==> src/rtl/branch_cmp_pkg.sv <==
// Purpose : shared types and helpers for the iterative branch comparator and the forwarding/hazard unit.
// Latency : n/a (types and pure functions only).
// Backpr. : n/a.
package branch_cmp_pkg;

  typedef enum logic [2:0] {
    CMP_EQ  = 3'd0,
    CMP_NE  = 3'd1,
    CMP_LEZ = 3'd2,
    CMP_GTZ = 3'd3,
    CMP_LTZ = 3'd4,
    CMP_GEZ = 3'd5,
    CMP_LT  = 3'd6,
    CMP_LTU = 3'd7
  } cmp_mode_e;

  typedef enum logic [1:0] {
    IDLE = 2'd0,
    SCAN = 2'd1,
    DONE = 2'd2
  } cmp_state_e;

  // Modes that compare rs against zero instead of rt.
  function automatic logic is_zero_cmp(cmp_mode_e mode);
    return (mode == CMP_LEZ) || (mode == CMP_GTZ) ||
           (mode == CMP_LTZ) || (mode == CMP_GEZ);
  endfunction

  // Modes resolved from the sign bit alone, without a slice scan.
  function automatic logic is_sign_only(cmp_mode_e mode);
    return (mode == CMP_LTZ) || (mode == CMP_GEZ);
  endfunction

  // Modes that treat the operands as two's complement.
  function automatic logic is_signed_cmp(cmp_mode_e mode);
    return (mode == CMP_LT) || (mode == CMP_LEZ) || (mode == CMP_GTZ);
  endfunction

  // Branch decision from the compare flags. For LTZ/GEZ, lt carries the
  // sign bit of rs and eq is 0.
  function automatic logic cmp_taken(cmp_mode_e mode, logic eq, logic lt);
    logic t;
    case (mode)
      CMP_EQ:  t = eq;
      CMP_NE:  t = ~eq;
      CMP_LEZ: t = lt | eq;
      CMP_GTZ: t = ~lt & ~eq;
      CMP_LTZ: t = lt;
      CMP_GEZ: t = ~lt;
      CMP_LT:  t = lt;
      CMP_LTU: t = lt;
      default: t = 1'b0;
    endcase
    return t;
  endfunction

endpackage

==> src/rtl/branch_cmp_seq_cmp_slice.sv <==
// Purpose : combinational unsigned compare of one operand slice, with optional sign handling.
// Latency : 0 cycles (pure combinational).
// Backpr. : none; no handshake.
// Ports   : a, b       - SLICE-bit operand slices
//           signed_top - slice holds the operand sign bits; flip both MSBs so the
//                        unsigned compare orders two's complement values
//           eq, lt     - a == b, a < b (after the optional MSB flip)
module cmp_slice #(
  parameter int SLICE = 8
) (
  input  logic [SLICE-1:0] a,
  input  logic [SLICE-1:0] b,
  input  logic             signed_top,
  output logic             eq,
  output logic             lt
);

  logic [SLICE-1:0] a_m;
  logic [SLICE-1:0] b_m;

  always_comb begin
    a_m = a;
    b_m = b;
    if (signed_top) begin
      a_m[SLICE-1] = ~a[SLICE-1];
      b_m[SLICE-1] = ~b[SLICE-1];
    end
    // Flipping both MSBs never changes equality, so compare the raw slices.
    eq = (a == b);
    lt = (a_m < b_m);
  end

endmodule

==> src/rtl/branch_cmp_seq.sv <==
// Purpose : iterative MSB-first branch comparator, SLICE bits per cycle, early exit on first difference.
// Latency : 1 edge for LTZ/GEZ, else NSLICE - (highest differing slice), NSLICE when equal.
// Backpr. : result held in DONE until out_ready; no new request accepted until then.
// Ports   : clk, reset_n (async active-low); in_valid/in_ready + mode/rs/rt request;
//           flush (synchronous abort); out_valid/out_ready + taken/equal registered result.
module branch_cmp_seq
  import branch_cmp_pkg::*;
#(
  parameter int WIDTH = 32,
  parameter int SLICE = 8
) (
  input  logic             clk,
  input  logic             reset_n,
  input  logic             in_valid,
  output logic             in_ready,
  input  logic [2:0]       mode,
  input  logic [WIDTH-1:0] rs,
  input  logic [WIDTH-1:0] rt,
  input  logic             flush,
  output logic             out_valid,
  input  logic             out_ready,
  output logic             taken,
  output logic             equal
);

  localparam int NSLICE = WIDTH / SLICE;
  localparam int IDXW   = (NSLICE > 1) ? $clog2(NSLICE) : 1;
  localparam logic [IDXW-1:0] IDX_TOP = IDXW'(NSLICE - 1);

  if (WIDTH % SLICE != 0) begin : g_bad_width
    $error("branch_cmp_seq: WIDTH must be a multiple of SLICE");
  end

  cmp_state_e                   state_q, state_d;
  logic [IDXW-1:0]              idx_q, idx_d;
  logic [NSLICE-1:0][SLICE-1:0] a_q, a_d;
  logic [NSLICE-1:0][SLICE-1:0] b_q, b_d;
  cmp_mode_e                    mode_q, mode_d;
  logic                         out_valid_q, out_valid_d;
  logic                         taken_q, taken_d;
  logic                         equal_q, equal_d;

  cmp_mode_e mode_in;
  logic      sl_eq;
  logic      sl_lt;
  logic      signed_top;

  assign mode_in = cmp_mode_e'(mode);

  // Sign handling only matters in the slice holding the operand MSBs.
  assign signed_top = (idx_q == IDX_TOP) && is_signed_cmp(mode_q);

  cmp_slice #(
    .SLICE(SLICE)
  ) u_slice (
    .a         (a_q[idx_q]),
    .b         (b_q[idx_q]),
    .signed_top(signed_top),
    .eq        (sl_eq),
    .lt        (sl_lt)
  );

  always_comb begin
    state_d     = state_q;
    idx_d       = idx_q;
    a_d         = a_q;
    b_d         = b_q;
    mode_d      = mode_q;
    out_valid_d = out_valid_q;
    taken_d     = taken_q;
    equal_d     = equal_q;

    if (flush) begin
      // Abort wins over acceptance and over a result handshake.
      state_d     = IDLE;
      idx_d       = '0;
      a_d         = '0;
      b_d         = '0;
      mode_d      = CMP_EQ;
      out_valid_d = 1'b0;
      taken_d     = 1'b0;
      equal_d     = 1'b0;
    end else begin
      case (state_q)
        IDLE: begin
          // flush is low here, so in_ready == 1 and in_valid alone accepts.
          if (in_valid) begin
            a_d     = rs;
            b_d     = is_zero_cmp(mode_in) ? '0 : rt;
            mode_d  = mode_in;
            idx_d   = IDX_TOP;
            state_d = SCAN;
          end
        end
        SCAN: begin
          if (is_sign_only(mode_q)) begin
            taken_d     = cmp_taken(mode_q, 1'b0, a_q[NSLICE-1][SLICE-1]);
            equal_d     = 1'b0;
            out_valid_d = 1'b1;
            state_d     = DONE;
          end else if (!sl_eq) begin
            taken_d     = cmp_taken(mode_q, 1'b0, sl_lt);
            equal_d     = 1'b0;
            out_valid_d = 1'b1;
            state_d     = DONE;
          end else if (idx_q == '0) begin
            taken_d     = cmp_taken(mode_q, 1'b1, 1'b0);
            equal_d     = 1'b1;
            out_valid_d = 1'b1;
            state_d     = DONE;
          end else begin
            idx_d = idx_q - 1'b1;
          end
        end
        DONE: begin
          if (out_ready) begin
            out_valid_d = 1'b0;
            state_d     = IDLE;
          end
        end
        default: begin
          state_d     = IDLE;
          out_valid_d = 1'b0;
        end
      endcase
    end
  end

  always_ff @(posedge clk or negedge reset_n) begin
    if (!reset_n) begin
      state_q     <= IDLE;
      idx_q       <= '0;
      a_q         <= '0;
      b_q         <= '0;
      mode_q      <= CMP_EQ;
      out_valid_q <= 1'b0;
      taken_q     <= 1'b0;
      equal_q     <= 1'b0;
    end else begin
      state_q     <= state_d;
      idx_q       <= idx_d;
      a_q         <= a_d;
      b_q         <= b_d;
      mode_q      <= mode_d;
      out_valid_q <= out_valid_d;
      taken_q     <= taken_d;
      equal_q     <= equal_d;
    end
  end

  assign in_ready  = (state_q == IDLE) & ~flush;
  assign out_valid = out_valid_q;
  assign taken     = taken_q;
  assign equal     = equal_q;

endmodule

==> config.mk <==
export PLATFORM = sky130hd
export DESIGN_NAME = branch_cmp_seq
export DESIGN_NICKNAME = d
export VERILOG_FILES = /design/src/rtl/branch_cmp_pkg.sv /design/src/rtl/branch_cmp_seq_cmp_slice.sv /design/src/rtl/branch_cmp_seq.sv
export SDC_FILE = /design/constraint.sdc
export NUM_CORES = 1
export LEC_CHECK = 0
export CORE_UTILIZATION = 44
export CTS_BUF_LIST = sky130_fd_sc_hd__clkbuf_8 sky130_fd_sc_hd__clkbuf_16
export CTS_CLUSTER_SIZE = 16
export DETAILED_ROUTE_END_ITERATION = 10
export GPL_TIMING_DRIVEN = 0
export PLACE_DENSITY = 0.73
export SLEW_MARGIN = 20
export SYNTH_ARGS = -nofsm -noshare
export SYNTH_HDL_FRONTEND = slang
export SYNTH_HIERARCHICAL = 1
export SYNTH_SLANG_ARGS = --single-unit
==> constraint.sdc <==
create_clock -name clk -period 2.85 [get_ports clk]
set_input_delay 0.7125 -clock clk [delete_from_list [all_inputs] [get_ports clk]]
set_output_delay 0.7125 -clock clk [all_outputs]
set_load 0.01 [all_outputs]
==> summary.txt <==
Status
  • Outcome: complete, no violations

Global route
  • Largest net degree at the start of global routing: between 40 and 50
  • GRT overflow: 0
  • Vias in the first global route: approximately 3000
  • Initial antenna violation count: 0
  • First-pass GRT wire length: roughly 15000 µm
  • GRT Util Overall: between 20% and 30%

Detailed routing
  • Via count: 2914
  • DRC violations left: 0
  • M1 WL: 3930 µm
  • Final ANT Viol Nets: 0
  • Highest metal layer with signal wires: met4
  • Total wire length: 9230 µm
  • Routed length on met3: 359 µm
  • Initial DRC count: 197
  • TritonRoute pass-1 iters: 4
  • DR vias/cell: 5.45
  • Detail Route met2 WL: 4830 µm
  • Avg WL per Cell: approximately 17 µm

Die
  • Initial core utilization: a little under half
  • Die ar.: 0.00855 mm²
  • Rows: 32
  • Die span in y: 92.5 µm
  • Core area: ~0.0078 mm²
  • # IOs: 76
  • Die width: 92.5 µm

STA
  • Slew @ Worst Pin: 0.455 ns
  • Tmin final: 2.84 ns
  • Slew HR: 69.7%
  • Post-Route Setup TNS: 0 ns
  • Final setup vio count: 0
  • Hold Fails Final Rpt: 0
  • Clock Skew: ~0.0087 ns
  • Max-slew violation count: 0
  • Peak Freq: 352 MHz
  • RSZ-0062 raised after global routing: yes
  • Final cycle utilization of the critical path: between 90% and 100%

Yosys
  • Synthesized area per cell: between 10 and 15 µm²
  • Dominant cell type by area after synthesis: dfrtp_1
  • Unique masters post-synth: 41
  • Mapped Cells: 330
  • EDFF count, synth: 0
  • Post-synthesis cell area: 0.00360 mm²
  • Top-count cell post-synth: nand2_1
  • Synth Register Bits: 74
  • Synth Net Count: 411
  • Ys flop type: dfrtp_1
  • Ys async rst share: 100%
  • Synth top area cells: dfrtp_1 51%, mux4_2 10%, nand2_1 8.0%
  • Commonest cells post-synth: 77 x nand2_1, 74 x dfrtp_1, 42 x a21oi_1
  • Post-synth top area share: 51.4%
  • Seq/Total Area, Yosys: 51.4%
  • Yosys warning count: 6

Pwr
  • Leak pwr: approximately 2.2 nW
  • Design Power: 2.98 mW
  • Pwr/cell area: 595 mW/mm²
  • Worst VDD drop: about 0.30 mV

Worst setup path
  • Critical Path Source: idx_q[0]
  • Crit path capture type: register
  • Worst R2R End: idx_q[1]
  • Worst EP required: 3.11 ns
  • Crit path arrival time: around 3.1 ns
  • Worst r2r src: idx_q[0]
  • R2R Setup Slk: 0.006 ns
  • Critical path class: register to register
  • Crit path to: idx_q[1]
  • Worst Reg2Reg Path Length in Cells: 10
  • CP max FO: 5
  • CP Launch Type: register

Clock tree
  • CTS tree: built
  • Clock Sinks: 74
  • Hold-fix buffers at CTS: 0
  • Clk buf depth: 2
  • Htree depth: 3
  • Clk slew on worst S/H paths: approximately 0.08 ns
  • Number of CTS-inserted buffers: 9
  • Root Buffer: clkbuf_8
  • Clk Latency, worst-skew pair: between 0.3 and 0.4 ns

Layout
  • Antenna diodes: 0
  • Fillers: 636
  • Final-stage net count: 509
  • Non-filler instance count after layout: 535
  • Final Util: ~64%
  • Layout area overhead: 38.9%
  • Layout cells sized above 1: 21.0%

Placement
  • PortBufs: 74
  • Post-DP HPWL: between 6000 and 7000 µm
  • Placer Congestion: 0.823
  • Placed insts: between 500 and 600

Flow run
  • Max_cap viols: 0

Worst hold path
  • Worst Hold Class: primary input to async pin
-- sequential cells by signal, summed over array words and instances, names as in the netlist --
name       flops
taken          1
state_q        2
idx_q          2
equal          1
out_valid      1
a_q           32
b_q           32
mode_q         3
-- cell type report --
| class | instances | area (µm²) | area share [%] |
|---|---|---|---|
| clock inverter | 7 | 116 | 2.33 |
| timing repair buffer | 87 | 873 | 17.5 |
| multi-input combinational | 222 | 1720 | 34.3 |
| sequential | 74 | 1850 | 37.0 |
| clock buffer | 9 | 124 | 2.48 |
| inverter | 12 | 45.0 | 0.901 |
| buffer | 22 | 146 | 2.93 |
| tap | 102 | 128 | 2.55 |
-- per-stage QoR --
step                      hold slack (ns)  setup WS [ns]  area, µm²
final                               0.303        0.00623       5000
after CTS                           0.311        -0.0648       4880
after detailed placement            0.487         -0.367       4510
after global routing                0.335         -0.143       5000
after global placement              0.483          -1.37       4490
after floorplan                     0.417        0.00374       3620
-- report_power, final --
part / leakage [nW] / internal, mW / switching, mW
clock network: 0.120 / 0.582 / 0.416
registers: 1.00 / 1.12 / 0.0518
logic: 1.05 / 0.423 / 0.381
-- placed cells by master (no fill, tap or decap), types with 3 or more instances in the layout --
master           instances
a22o_1                  32
nand2_1                 73
ha_4                     4
buf_4                   15
nor2b_1                  4
mux4_2                  16
clkbuf_8                 9
inv_1                   10
clkbuf_1                 3
dfrtp_1                 74
nor2_1                   8
ha_1                     5
bufinv_16                3
clkdlybuf4s50_1         73
buf_1                    3
buf_2                    6
nand2_2                  4
a21oi_1                 40
a31oi_1                  3
-- how the worst min path moves through the flow --
stage / depth (start not counted) / slack (ns) / endpoint / from
finish: 1 / 0.30 / a_q[27] / reset_n
global route: 1 / 0.33 / a_q[27] / reset_n
CTS: 1 / 0.31 / a_q[27] / reset_n
detailed placement: 1 / 0.49 / b_q[16] / b_q[16]
global placement: 1 / 0.48 / b_q[29] / b_q[29]
floorplan: 0 / 0.42 / a_q[0] / reset_n
-- timing repair --
item | in CTS | in global routing
setup buffers | 9 | 2
pin swaps | 2 | 9
cloned | 0 | 1
setup endpoints to repair | 4 | 4
gates resized for setup | 15 | 18
-- worst max-delay path: stages, from the launching register on --
cell	delay, ns
dfrtp_1	0.38
buf_8	0.14
buf_8	0.12
mux4_2	0.55
ha_4	0.32
nand2_4	0.05
nor4_4	0.32
and2b_2	0.23
a21oi_4	0.07
or3_4	0.33
a221oi_2	0.24
-- routing by layer --
metal	vias up	global-route usage (%)
met3	6	4.02
met5	-	0
met4	0	7.16
li1	1370	-
met2	72	38.8
met1	1466	29.0
-- logic make-up (layout without fill, tap and decap cells) --
| logic type | count (synthesis) | in the layout | share of synthesized area, % |
|---|---|---|---|
| buf+inv | 34 | 137 | 4.34 |
| mux | 17 | 17 | 10.3 |
| compound gates | 90 | 90 | 17.6 |
| simple gates | 103 | 103 | 12.5 |
| xor+xnor | 3 | 3 | 0.730 |
| flops | 74 | 74 | 51.4 |
| fa+ha+maj | 9 | 9 | 3.13 |
(Power assumes the default switching activity.)
